**config.mk**
```make
export PLATFORM = sky130hd
export DESIGN_NAME = mips_mem_arbiter_flat
export DESIGN_NICKNAME = d
export VERILOG_FILES = /design/src/rtl/mips_mem_arbiter_if.sv /design/src/rtl/mips_mem_arbiter.sv /design/src/flat_wrapper.sv
export SDC_FILE = /design/constraint.sdc
export NUM_CORES = 1
export LEC_CHECK = 0
export ABC_AREA = 1
export ABC_CLOCK_PERIOD_IN_PS = 1510
export CAP_MARGIN = 0
export CELL_PAD_IN_SITES_DETAIL_PLACEMENT = 1
export CELL_PAD_IN_SITES_GLOBAL_PLACEMENT = 1
export CORE_MARGIN = 2
export CORE_UTILIZATION = 12
export CTS_CLUSTER_SIZE = 25
export DETAILED_ROUTE_END_ITERATION = 10
export HOLD_SLACK_MARGIN = 0.05
export PLACE_DENSITY_LB_ADDON = 0.1
export SLEW_MARGIN = 10
export SYNTH_ARGS = -nofsm -noshare
export SYNTH_HDL_FRONTEND = slang
export SYNTH_SLANG_ARGS = --single-unit
```
**constraint.sdc**
```tcl
create_clock -name clk -period 1.51 [get_ports clk]
set_input_delay 0.302 -clock clk [delete_from_list [all_inputs] [get_ports clk]]
set_output_delay 0.302 -clock clk [all_outputs]
set_load 0.01 [all_outputs]
```
**src/rtl/mips_mem_arbiter_if.sv**
```systemverilog
// Bus bundle between the MIPS32 arbiter, its three requesters and the shared memory.
// The slave modport is the arbiter's view; master is the requester/memory side.
interface mips_mem_arbiter_if #(
  parameter int unsigned AW = 10,
  parameter int unsigned DW = 32
);
  logic          halted;

  logic          ld_req;
  logic          ld_we;
  logic [AW-1:0] ld_addr;
  logic [DW-1:0] ld_wdata;
  logic          ld_gnt;
  logic          ld_rvalid;

  logic          if_req;
  logic [AW-1:0] if_addr;
  logic          if_gnt;
  logic          if_rvalid;

  logic          dm_req;
  logic          dm_we;
  logic [AW-1:0] dm_addr;
  logic [DW-1:0] dm_wdata;
  logic          dm_gnt;
  logic          dm_rvalid;

  logic [DW-1:0] rdata;

  logic          mem_en;
  logic          mem_we;
  logic [AW-1:0] mem_addr;
  logic [DW-1:0] mem_wdata;
  logic [DW-1:0] mem_rdata;

  logic [1:0]    mode;

  modport slave (
    input  halted,
    input  ld_req, ld_we, ld_addr, ld_wdata,
    output ld_gnt, ld_rvalid,
    input  if_req, if_addr,
    output if_gnt, if_rvalid,
    input  dm_req, dm_we, dm_addr, dm_wdata,
    output dm_gnt, dm_rvalid,
    output rdata,
    output mem_en, mem_we, mem_addr, mem_wdata,
    input  mem_rdata,
    output mode
  );

  modport master (
    output halted,
    output ld_req, ld_we, ld_addr, ld_wdata,
    input  ld_gnt, ld_rvalid,
    output if_req, if_addr,
    input  if_gnt, if_rvalid,
    output dm_req, dm_we, dm_addr, dm_wdata,
    input  dm_gnt, dm_rvalid,
    input  rdata,
    input  mem_en, mem_we, mem_addr, mem_wdata,
    output mem_rdata,
    input  mode
  );
endinterface

```
**src/rtl/mips_mem_arbiter.sv**
```systemverilog
// Single-port memory arbiter: IF/DM/LD share one synchronous memory, one grant per cycle,
// reads return one cycle later to the owning port; run/load hand-over follows `halted`.
module mips_mem_arbiter #(
  parameter int unsigned AW       = 10,
  parameter int unsigned DW       = 32,
  parameter int unsigned MAX_WAIT = 4
) (
  input  logic                    clk,
  input  logic                    rst,
  mips_mem_arbiter_if.slave       bus
);

  localparam int unsigned SW = $clog2(MAX_WAIT + 1);

  typedef enum logic [1:0] {
    ST_RUN   = 2'd0,
    ST_DRAIN = 2'd1,
    ST_LOAD  = 2'd2
  } state_e;

  typedef enum logic [1:0] {
    OWN_NONE = 2'd0,
    OWN_IF   = 2'd1,
    OWN_DM   = 2'd2,
    OWN_LD   = 2'd3
  } owner_e;

  state_e        r_state;
  state_e        w_state_nxt;
  owner_e        r_owner;
  owner_e        w_owner_nxt;
  logic [SW-1:0] r_starve_cnt;
  logic [SW-1:0] w_starve_nxt;

  logic          w_if_prio;
  logic          w_if_gnt;
  logic          w_dm_gnt;
  logic          w_ld_gnt;

  logic          w_mem_en;
  logic          w_mem_we;
  logic [AW-1:0] w_mem_addr;
  logic [DW-1:0] w_mem_wdata;

  assign w_if_prio = (r_starve_cnt == SW'(MAX_WAIT));

  // Grants are only issued in a cycle where the mode is not about to change.
  always_comb begin
    w_state_nxt = r_state;
    w_if_gnt    = 1'b0;
    w_dm_gnt    = 1'b0;
    w_ld_gnt    = 1'b0;
    case (r_state)
      ST_RUN: begin
        if (bus.halted) begin
          w_state_nxt = ST_DRAIN;
        end else if (bus.if_req && (w_if_prio || !bus.dm_req)) begin
          w_if_gnt = 1'b1;
        end else if (bus.dm_req) begin
          w_dm_gnt = 1'b1;
        end
      end
      ST_DRAIN: begin
        w_state_nxt = ST_LOAD;
      end
      ST_LOAD: begin
        if (!bus.halted) begin
          w_state_nxt = ST_RUN;
        end else if (bus.ld_req) begin
          w_ld_gnt = 1'b1;
        end
      end
      default: begin
        w_state_nxt = ST_LOAD;
      end
    endcase
    if (rst) begin
      w_if_gnt = 1'b0;
      w_dm_gnt = 1'b0;
      w_ld_gnt = 1'b0;
    end
  end

  always_comb begin
    w_mem_en    = 1'b0;
    w_mem_we    = 1'b0;
    w_mem_addr  = '0;
    w_mem_wdata = '0;
    if (w_if_gnt) begin
      w_mem_en   = 1'b1;
      w_mem_addr = bus.if_addr;
    end else if (w_dm_gnt) begin
      w_mem_en    = 1'b1;
      w_mem_we    = bus.dm_we;
      w_mem_addr  = bus.dm_addr;
      w_mem_wdata = bus.dm_wdata;
    end else if (w_ld_gnt) begin
      w_mem_en    = 1'b1;
      w_mem_we    = bus.ld_we;
      w_mem_addr  = bus.ld_addr;
      w_mem_wdata = bus.ld_wdata;
    end
  end

  always_comb begin
    w_owner_nxt = OWN_NONE;
    if (w_if_gnt) begin
      w_owner_nxt = OWN_IF;
    end else if (w_dm_gnt && !bus.dm_we) begin
      w_owner_nxt = OWN_DM;
    end else if (w_ld_gnt && !bus.ld_we) begin
      w_owner_nxt = OWN_LD;
    end
  end

  always_comb begin
    w_starve_nxt = '0;
    if ((r_state == ST_RUN) && bus.if_req && !w_if_gnt) begin
      w_starve_nxt = w_if_prio ? r_starve_cnt : r_starve_cnt + SW'(1);
    end
  end

  always_ff @(posedge clk or posedge rst) begin
    if (rst) begin
      r_state      <= ST_LOAD;
      r_owner      <= OWN_NONE;
      r_starve_cnt <= '0;
    end else begin
      r_state      <= w_state_nxt;
      r_owner      <= w_owner_nxt;
      r_starve_cnt <= w_starve_nxt;
    end
  end

  assign bus.if_gnt    = w_if_gnt;
  assign bus.dm_gnt    = w_dm_gnt;
  assign bus.ld_gnt    = w_ld_gnt;

  assign bus.if_rvalid = (r_owner == OWN_IF);
  assign bus.dm_rvalid = (r_owner == OWN_DM);
  assign bus.ld_rvalid = (r_owner == OWN_LD);
  assign bus.rdata     = bus.mem_rdata;

  assign bus.mem_en    = w_mem_en;
  assign bus.mem_we    = w_mem_we;
  assign bus.mem_addr  = w_mem_addr;
  assign bus.mem_wdata = w_mem_wdata;

  assign bus.mode      = r_state;

endmodule

```
**src/flat_wrapper.sv**
```systemverilog
// flat-port wrapper written by rule: the top's interface ports become plain ports
module mips_mem_arbiter_flat 
#(
  parameter int unsigned AW       = 10,
  parameter int unsigned DW       = 32,
  parameter int unsigned MAX_WAIT = 4
)
  (clk, rst, bus_halted, bus_ld_req, bus_ld_we, bus_ld_addr, bus_ld_wdata, bus_ld_gnt, bus_ld_rvalid, bus_if_req, bus_if_addr, bus_if_gnt, bus_if_rvalid, bus_dm_req, bus_dm_we, bus_dm_addr, bus_dm_wdata, bus_dm_gnt, bus_dm_rvalid, bus_rdata, bus_mem_en, bus_mem_we, bus_mem_addr, bus_mem_wdata, bus_mem_rdata, bus_mode);
  mips_mem_arbiter_if #(.AW(AW), .DW(DW)) bus_i ();
  input  logic clk;
  input  logic rst;
  input wire logic [$bits(bus_i.halted)-1:0] bus_halted;
  input wire logic [$bits(bus_i.ld_req)-1:0] bus_ld_req;
  input wire logic [$bits(bus_i.ld_we)-1:0] bus_ld_we;
  input wire logic [$bits(bus_i.ld_addr)-1:0] bus_ld_addr;
  input wire logic [$bits(bus_i.ld_wdata)-1:0] bus_ld_wdata;
  output wire logic [$bits(bus_i.ld_gnt)-1:0] bus_ld_gnt;
  output wire logic [$bits(bus_i.ld_rvalid)-1:0] bus_ld_rvalid;
  input wire logic [$bits(bus_i.if_req)-1:0] bus_if_req;
  input wire logic [$bits(bus_i.if_addr)-1:0] bus_if_addr;
  output wire logic [$bits(bus_i.if_gnt)-1:0] bus_if_gnt;
  output wire logic [$bits(bus_i.if_rvalid)-1:0] bus_if_rvalid;
  input wire logic [$bits(bus_i.dm_req)-1:0] bus_dm_req;
  input wire logic [$bits(bus_i.dm_we)-1:0] bus_dm_we;
  input wire logic [$bits(bus_i.dm_addr)-1:0] bus_dm_addr;
  input wire logic [$bits(bus_i.dm_wdata)-1:0] bus_dm_wdata;
  output wire logic [$bits(bus_i.dm_gnt)-1:0] bus_dm_gnt;
  output wire logic [$bits(bus_i.dm_rvalid)-1:0] bus_dm_rvalid;
  output wire logic [$bits(bus_i.rdata)-1:0] bus_rdata;
  output wire logic [$bits(bus_i.mem_en)-1:0] bus_mem_en;
  output wire logic [$bits(bus_i.mem_we)-1:0] bus_mem_we;
  output wire logic [$bits(bus_i.mem_addr)-1:0] bus_mem_addr;
  output wire logic [$bits(bus_i.mem_wdata)-1:0] bus_mem_wdata;
  input wire logic [$bits(bus_i.mem_rdata)-1:0] bus_mem_rdata;
  output wire logic [$bits(bus_i.mode)-1:0] bus_mode;
  assign bus_i.halted = bus_halted;
  assign bus_i.ld_req = bus_ld_req;
  assign bus_i.ld_we = bus_ld_we;
  assign bus_i.ld_addr = bus_ld_addr;
  assign bus_i.ld_wdata = bus_ld_wdata;
  assign bus_ld_gnt = bus_i.ld_gnt;
  assign bus_ld_rvalid = bus_i.ld_rvalid;
  assign bus_i.if_req = bus_if_req;
  assign bus_i.if_addr = bus_if_addr;
  assign bus_if_gnt = bus_i.if_gnt;
  assign bus_if_rvalid = bus_i.if_rvalid;
  assign bus_i.dm_req = bus_dm_req;
  assign bus_i.dm_we = bus_dm_we;
  assign bus_i.dm_addr = bus_dm_addr;
  assign bus_i.dm_wdata = bus_dm_wdata;
  assign bus_dm_gnt = bus_i.dm_gnt;
  assign bus_dm_rvalid = bus_i.dm_rvalid;
  assign bus_rdata = bus_i.rdata;
  assign bus_mem_en = bus_i.mem_en;
  assign bus_mem_we = bus_i.mem_we;
  assign bus_mem_addr = bus_i.mem_addr;
  assign bus_mem_wdata = bus_i.mem_wdata;
  assign bus_i.mem_rdata = bus_mem_rdata;
  assign bus_mode = bus_i.mode;
  mips_mem_arbiter #(.AW(AW), .DW(DW), .MAX_WAIT(MAX_WAIT)) u_core (.clk(clk), .rst(rst), .bus(bus_i));
endmodule
```
**Word level (Yosys, flattened, before mapping)**

Cells that the tools add are included.

- $add $sub $neg: 1
- Eq/ne operators: 8
- Multiplexer cells: 33
- Reductions and logical operators: 12

Operator list:

| kind | number |
|---|---|
| 32-bit 2-to-1 mux | 3 |
| 10-bit 2-to-1 mux | 3 |
| 1-bit 2-to-1 mux | 19 |
| 2-bit 2-to-1 mux | 5 |
| 2-bit equality test, second input constant | 3 |
| 3-bit 2-to-1 mux | 2 |
| 2-bit inequality test, second input constant | 3 |
| 1-bit logical AND | 5 |
| 1-bit logical NOT | 4 |
| 2-bit case mux with 2 select lines | 1 |
| 3-bit by 1-bit adder with 3-bit output, second input constant | 1 |
| 3-bit equality test, second input constant | 1 |
| 2-bit by 1-bit equality test with 1-bit output, second input constant | 1 |
| 2-bit logical NOT | 1 |
| 2-bit AND reduction | 1 |
| 1-bit logical OR | 1 |

- Flip-flop bits (word level): 7
- Input port bits: 134
- Output and inout port bits: 84
- Logic and storage cells: 57

**Depth between registers and ports, before layout**

Gate-level depths: netlist of the first run.

- Depth after elaboration: 10
- Gate-level depth with buffers: 9
- Gate-level depth less buffers: 8

**Worst setup path after synthesis of the first run**

Ideal clock, no wire load.

- Path kind: flip-flop to output port
- From: register u_core.r_starve_cnt[0]
- To: output port bus_mem_addr[1]
- Arrival time: 1,284 ps
- Slack: -76 ps
- Stages on the path, launching flop included: 10
- Buffers on the path: 1
- Cell sequence: dfrtp_1 > inv_1 > ha_1 > nand2_2 > nand2_1 > nand2_1 > nor2_2 > buf_6 > nand2_1 > nand3_1

- Elaborated cells on any way between the ends: 13
- Classes of those cells: eq/ne (1); mux (10); reduce/logical (2)

RTL lines:

| element | line | RTL |
|---|---|---|
| start: declaration | mips_mem_arbiter.sv:32 | `logic [SW-1:0] r_starve_cnt;` |
| start signal: assignment | mips_mem_arbiter.sv:131 | `r_starve_cnt <= w_starve_nxt;` |
| 3-bit equality test | mips_mem_arbiter.sv:45 | `assign w_if_prio = (r_starve_cnt == SW'(MAX_WAIT));` |
| 1-bit logical OR | mips_mem_arbiter.sv:57 | `end else if (bus.if_req && (w_if_prio \|\| !bus.dm_req)) begin` |
| 1-bit logical AND | mips_mem_arbiter.sv:57 |  |
| 1-bit 2-to-1 mux | mips_mem_arbiter.sv:57 |  |
| 1-bit 2-to-1 mux | mips_mem_arbiter.sv:55 | `if (bus.halted) begin` |
| 1-bit 2-to-1 mux | mips_mem_arbiter.sv:53 | `case (r_state)` |
| 1-bit 2-to-1 mux | mips_mem_arbiter.sv:77 | `if (rst) begin` |
| via bus_if_gnt | flat_wrapper.sv:21 | `output wire logic [$bits(bus_i.if_gnt)-1:0] bus_if_gnt;` |
| 10-bit 2-to-1 mux | mips_mem_arbiter.sv:89 | `if (w_if_gnt) begin` |
| end: declaration | flat_wrapper.sv:32 | `output wire logic [$bits(bus_i.mem_addr)-1:0] bus_mem_addr;` |

The timed path passes the listed nets, and every way through them passes these cells.

**Worst setup path in the final report of the first run**

- From: register u_core.r_state[1], in the netlist u_core.bus.mode[1]
- To: output port bus_mem_wdata[5]

- Cells in the longest elaborated chain, start to end: 6
- Elaborated cells on any way between the ends: 11
- Classes of those cells: eq/ne (1); mux (9); reduce/logical (1)

Ends and longest elaborated chain:

| element | line | RTL |
|---|---|---|
| start: declaration | mips_mem_arbiter.sv:28 | `state_e r_state;` |
| start signal: assignment | mips_mem_arbiter.sv:129 | `r_state <= w_state_nxt;` |
| 2-bit equality test | mips_mem_arbiter.sv:53 |  |
| 1-bit 2-to-1 mux | mips_mem_arbiter.sv:53 |  |
| 1-bit 2-to-1 mux | mips_mem_arbiter.sv:77 |  |
| 32-bit 2-to-1 mux | mips_mem_arbiter.sv:97 | `end else if (w_ld_gnt) begin` |
| 32-bit 2-to-1 mux | mips_mem_arbiter.sv:92 | `end else if (w_dm_gnt) begin` |
| 32-bit 2-to-1 mux * | mips_mem_arbiter.sv:89 |  |
| end: declaration | flat_wrapper.sv:33 | `output wire logic [$bits(bus_i.mem_wdata)-1:0] bus_mem_wdata;` |

Every way passes the cells marked *; elsewhere a longest branch is shown, timed or not.

==> results.toml, run 1 <==
[run_status]
status = "finished, violations left"
violations = "design-rule violations, negative setup slack"

[global_route]
grt_antenna_before_repair = 0
grt_max_degree = 13
grt-ovfl-total = 0
use_met2_pct = 20.8
grt_pass1_vias = 2072
grtUsageTotal_pct = 11.1
met1_usage_pct = 12.7
grt_util_met3_pct = 2.89
grt_pass1_wl_um = 11200
grt-busiest-layer = "met2"

[floorplan]
die_h_um = 113
dieWidth_um = 113
coreArea_sq_um = 11500
die_area_sq_um = 12800
row_count = 39
ioPinCount = 218
start_util_pct = 12.4

[cells_and_area]
fill_cells = 1368
layout_common_cells = "98 x clkdlybuf4s50_1, 37 x inv_1, 32 x nand2_1"
final_common_cell = "clkdlybuf4s50_1"
final_nets = 521
drive_gt1_share_pct = 47.7
antenna_cells = 0
fin_area_sq_um = 3550
area_growth_pct = 149

[cts]
cts_root_buffer = "clkbuf_16"
tritoncts.num_buffers = 3
cts.hold.buffers_added = 0
htreeDepth = 1
clkTransAtPathRegs_ps = 40
clk_latency_ps = 230
cts_tree = "done"
cts_buffer_depth = 2
cts_sinks = 7

[setup_path]
crit_start = "u_core.bus.mode[1]$_DFFE_PP1P_"
cp_data_required_time_ps = 1210
critPathTopFamily = "buffers and inverters"
ff2ff_path_depth = 9
arrival_ps = 1650
critical_path.startpoint_type = "flop"
reg2reg_slack_ps = 100
crit_slowest_cell = "dfstp_2"
crit_type = "flop to output pin"
critical_path.max_fanout = 7
critPathBufInv = 6
crit_chain = "nand2_2 > inv_2 > nand3_2 > inv_2 > buf_6 > buf_12 > buf_12 > nand2_4 > o21ai_2 > buf_2"
cp.depth = 10
cp-end-kind = "output pin"
r2r_end = "u_core.r_owner[1]$_DFF_PP0_"
endpoint = "bus_mem_wdata[5]"
slowest_delay_ps = 550
r2r_start = "u_core.bus.mode[1]$_DFFE_PP1P_"

[detailed_routing]
ant_nets = 0
wl_per_cell_um = 14.6
wirelength_um = 7670
drt_iter0_markers = 61
via_count = 1978
drc = 15
viasPerCell = 3.75
first_pass_iters = 8

[timing]
hold_viol = 0
tightest_slew_ps = 292
slew_violations = 0
fmax_mhz = 512
period_minus_slack_ps = 1950
skew_ps = 2.92
setup_viol = 47
min_period_over_period_pct = 129
max_slew_margin_pct = 80.5
rsz0062_at_grt = "yes"
final.setup.tns_ps = -17160
layout_setup_ws_ps = -443

[synth]
synth_fp_nets = 368
synth_cells = 232
ys_seq_area_share_pct = 12.4
synth_area_sq_um = 1430
yosys_warnings = 0
synthDistinctLibCells = 22
syn_avg_cell_area_sq_um = 6.15
ys_ff_latch = 7

[placed_design]
place_area_sq_um = 3080
place.gp.congestion = 0.697
io_buffers = 153
hpwl_um = 5950

[pwr]
pwr-share-seq_pct = 14.9
power_frac_clock_pct = 29.7
comb_power_share_pct = 55.4
powerDensity_nw_per_um2 = 435
power_switching_uw = 468
internal-power_uw = 1080
ir_drop_mv = 0.319
p_sw_share_pct = 30.2
power_leakage_uw = 0.00183

[worst_hold_path]
hold_class = "input port to asynchronous set/reset pin"

[run]
max_cap_violations = 0
-- cells in the mapped netlist --
cell | instances | area (sq um)
nor2_4 | 1 | 11.3
nand2_2 | 2 | 12.5
o21ai_2 | 28 | 245
dfrtp_1 | 6 | 150
xnor2_1 | 1 | 8.76
a21oi_1 | 2 | 10.0
buf_6 | 4 | 45.0
nand3_1 | 26 | 130
buf_2 | 3 | 15.0
nand2_1 | 62 | 233
nor3b_1 | 1 | 7.51
inv_1 | 41 | 154
ha_1 | 2 | 25.0
nor2_1 | 5 | 18.8
o21ai_0 | 5 | 25.0
dfstp_2 | 1 | 26.3
nand2_4 | 1 | 11.3
or2_2 | 1 | 6.26
buf_4 | 35 | 263
xor2_1 | 1 | 8.76
nor2_2 | 2 | 12.5
inv_2 | 2 | 7.51
-- layout make-up --
cell class                 instances  area, sq um  area share, %
timing repair buffer             190         1870           52.7
multi-input combinational        140         1080           30.5
tap                              143          179           5.04
sequential                         7          176           4.96
inverter                          43          164           4.61
clock buffer                       4         78.8           2.22
-- cells by family (layout without fill, tap and decap cells) --
group,after synthesis,in the layout,share of synthesized area (%)
AO/OA/AOI/OAI,35,35,19.6
buffers and inverters,85,237,33.9
flip-flops,7,7,12.4
AND/OR/NAND/NOR,101,101,31.1
XOR/XNOR,2,2,1.23
adder cells (fa/ha/maj),2,2,1.75
-- how the worst min path moves through the flow --
stage                     slack (ps)                             end  depth (start not counted)
final                            190     u_core.r_owner[1]$_DFF_PP0_                          2
after global routing             220  u_core.bus.mode[0]$_DFFE_PP0P_                          2
after CTS                        190     u_core.r_owner[1]$_DFF_PP0_                          2
after detailed placement         590  u_core.bus.mode[0]$_DFFE_PP0P_                          2
after global placement           600                   bus_rdata[11]                          0
after floorplan                  100  u_core.bus.mode[0]$_DFFE_PP0P_                          1
-- stage by stage --
step           util [%]  instances  worst slack, ps  total power, uW  hold WS (ps)
2_1_floorplan         -        232            -21.9              563           105
3_3_place_gp       26.7        506             -938              984           604
3_5_place_dp       26.7        506             -990              990           588
4_1_cts            29.1        523             -500             1520           193
5_1_grt            30.9        527             -542             1640           223
6_report           30.9        527             -443             1550           191
-- flip-flops by register name (all words and copies together), names as in the netlist --
register,cells
u_core.r_starve_cnt,3
u_core.r_owner,2
u_core.bus.mode,2
-- power groups by stage --
| stage | sequential (uW) | clock [uW] | combinational, uW |
|---|---|---|---|
| 2_1_floorplan | 237 | 0 | 325 |
| 3_3_place_gp | 232 | 0 | 752 |
| 3_5_place_dp | 232 | 0 | 758 |
| 4_1_cts | 230 | 466 | 825 |
| 5_1_grt | 234 | 478 | 927 |
| 6_report | 231 | 459 | 857 |
-- metal layers --
| metal | vias to the layer above | routed length [um] |
|---|---|---|
| met5 | - | 0 |
| met4 | 0 | 42 |
| met3 | 6 | 770 |
| met2 | 103 | 4100 |
| met1 | 886 | 2760 |
| li1 | 983 | - |
-- repair_timing --
| item | CTS | global route |
|---|---|---|
| pin swaps | 5 | 10 |
| setup endpoints to repair | 53 | 48 |
| gates cloned | 4 | 2 |
| gates resized for setup | 260 | 40 |
| buffers inserted | 9 | 3 |
(Power assumes the default switching activity.)
==> inputs of run 2 (changes only) <==
--- a/config.mk
+++ b/config.mk
@@ -16,6 +16,7 @@
 export DETAILED_ROUTE_END_ITERATION = 10
 export HOLD_SLACK_MARGIN = 0.05
 export PLACE_DENSITY_LB_ADDON = 0.1
+export SKIP_LAST_GASP = 1
 export SLEW_MARGIN = 10
 export SYNTH_ARGS = -nofsm -noshare
 export SYNTH_HDL_FRONTEND = slang
==> run 2 against run 1 <==
The flow still finishes with violations (design-rule violations, negative setup slack). Via count up 0.56%. Count of clock-buffer cells in the layout stayed put. Routed wire length rose by 1.4%. Die area did not move. Critical endpoint unchanged. Clock skew up 1.5 ps. Maximum frequency down 1.3%.
==> results.toml, run 2 (same netlist as run 1, synthesis figures left out) <==
[run_status]
status = "finished, violations left"
violations = "design-rule violations, negative setup slack"

[cts]
cts_sinks = 7
cts_buffer_depth = 2
tritoncts.num_buffers = 3
cts_tree = "done"
cts.hold.buffers_added = 0
htreeDepth = 1
clkTransAtPathRegs_ps = 40
clk_latency_ps = 230
cts_root_buffer = "clkbuf_16"

[timing]
layout_setup_ws_ps = -469
slew_violations = 0
period_minus_slack_ps = 1980
hold_viol = 0
setup_viol = 47
max_slew_margin_pct = 80.0
fmax_mhz = 505
hold_ws_ps = 193
rsz0062_at_grt = "yes"
skew_ps = 4.42
min_period_over_period_pct = 131
tightest_slew_ps = 300

[global_route]
grt_antenna_before_repair = 0
grt_pass1_vias = 2072
grt-busiest-layer = "met2"
grt_util_met3_pct = 2.89
grt_max_degree = 13
grt_pass1_wl_um = 11200
grtUsageTotal_pct = 11.1
use_met2_pct = 20.8
met1_usage_pct = 12.7
grt-ovfl-total = 0

[cells_and_area]
largest-register = "u_core.r_starve_cnt"
antenna_cells = 0
finalCoreUtilization_pct = 31.3
largest_reg_flops = 3
fin_area_sq_um = 3610
final_common_cell = "clkdlybuf4s50_1"
stdcell_count = 530
drive_gt1_share_pct = 46.8
final_nets = 524
seqCellArea_sq_um = 176
layout_common_cells = "98 x clkdlybuf4s50_1, 37 x inv_1, 33 x buf_2"
multi_input_area_sq_um = 1080
area_growth_pct = 153
fill_cells = 1377

[floorplan]
dieWidth_um = 113
die_area_sq_um = 12800
coreArea_sq_um = 11500
ioPinCount = 218
start_util_pct = 12.4
die_h_um = 113
row_count = 39

[pwr]
power_leakage_uw = 0.00192
finalPower_uw = 1560
powerDensity_nw_per_um2 = 433
ir_drop_mv = 0.319

[setup_path]
critical_path.max_fanout = 7
critical_path.startpoint_type = "flop"
cp.depth = 10
critPathBufInv = 6
slowest_delay_ps = 550
cp-end-kind = "output pin"
reg2reg_slack_ps = 50
crit_slowest_cell = "dfstp_2"
ff2ff_path_depth = 8
arrival_ps = 1680
crit_type = "flop to output pin"
crit_chain = "nand2_2 > inv_2 > nand3_2 > inv_2 > buf_6 > buf_12 > buf_12 > nand2_4 > o21ai_2 > buf_2"
critPathTopFamily = "buffers and inverters"
cp_data_required_time_ps = 1210

[detailed_routing]
ant_nets = 0
drt_iter0_markers = 52
wl_per_cell_um = 14.7
wirelength_um = 7780
first_pass_iters = 7
drc = 16
viasPerCell = 3.75
via_count = 1989

[worst_hold_path]
hold_class = "input port to asynchronous set/reset pin"

[run]
max_cap_violations = 0

[placed_design]
place.gp.congestion = 0.697
hpwl_um = 5950
place_area_sq_um = 3080
dp_cells = 506
io_buffers = 153
-- run 2: changes by cell type in the layout (fill, tap and decap cells not counted), sizes merged --
cell and delta:
buf +1, clkbuf +2
-- run 2: repair_timing --
action	4_1_cts	5_1_grt
gates resized for setup	239	61
hold endpoints to repair	0	0
cloned	4	4
setup buffers	9	5
pin swaps	5	8
setup endpoints to repair	53	48
-- run 2: routing by layer --
layer  routed length (um)  share of wire [%]  vias up
li1                     -                  -      990
met1                 2890                 37      886
met2                 4070                 52      105
met3                  763                9.8        8
met4                   59               0.76        0
met5                    0                  0        -
-- run 2: worst paths after layout --
check                                                from                        endpoint
max in group asynchronous                             rst  u_core.bus.mode[1]$_DFFE_PP1P_
min in group clk                               bus_halted  u_core.bus.mode[0]$_DFFE_PP0P_
max reg2reg                u_core.bus.mode[0]$_DFFE_PP0P_     u_core.r_owner[1]$_DFF_PP0_
min                                                   rst     u_core.r_owner[1]$_DFF_PP0_
min reg2reg                u_core.bus.mode[0]$_DFFE_PP0P_  u_core.bus.mode[0]$_DFFE_PP0P_
max                        u_core.bus.mode[1]$_DFFE_PP1P_                bus_mem_wdata[5]
-- run 2: power breakdown --
part / internal [uW] / switching (uW) / leakage [uW]
Clock: 352 / 111 / 0.0000382
Combinational: 525 / 345 / 0.00179
Sequential: 213 / 18.1 / 0.0000921
Total: 1090 / 474 / 0.00192
-- run 2: final cells by class --
class	count	area share, %
sequential	7	4.89
inverter	43	4.54
clock buffer	4	2.18
timing repair buffer	193	53.6
multi-input combinational	140	29.9
tap	143	4.96
-- run 2: through the flow --
stage	setup TNS, ps	setup WS (ps)
6_report	-17750	-469
5_1_grt	-22640	-569
4_1_cts	-20290	-518
3_5_place_dp	-43660	-990
3_3_place_gp	-41970	-938
2_1_floorplan	-558	-21.9
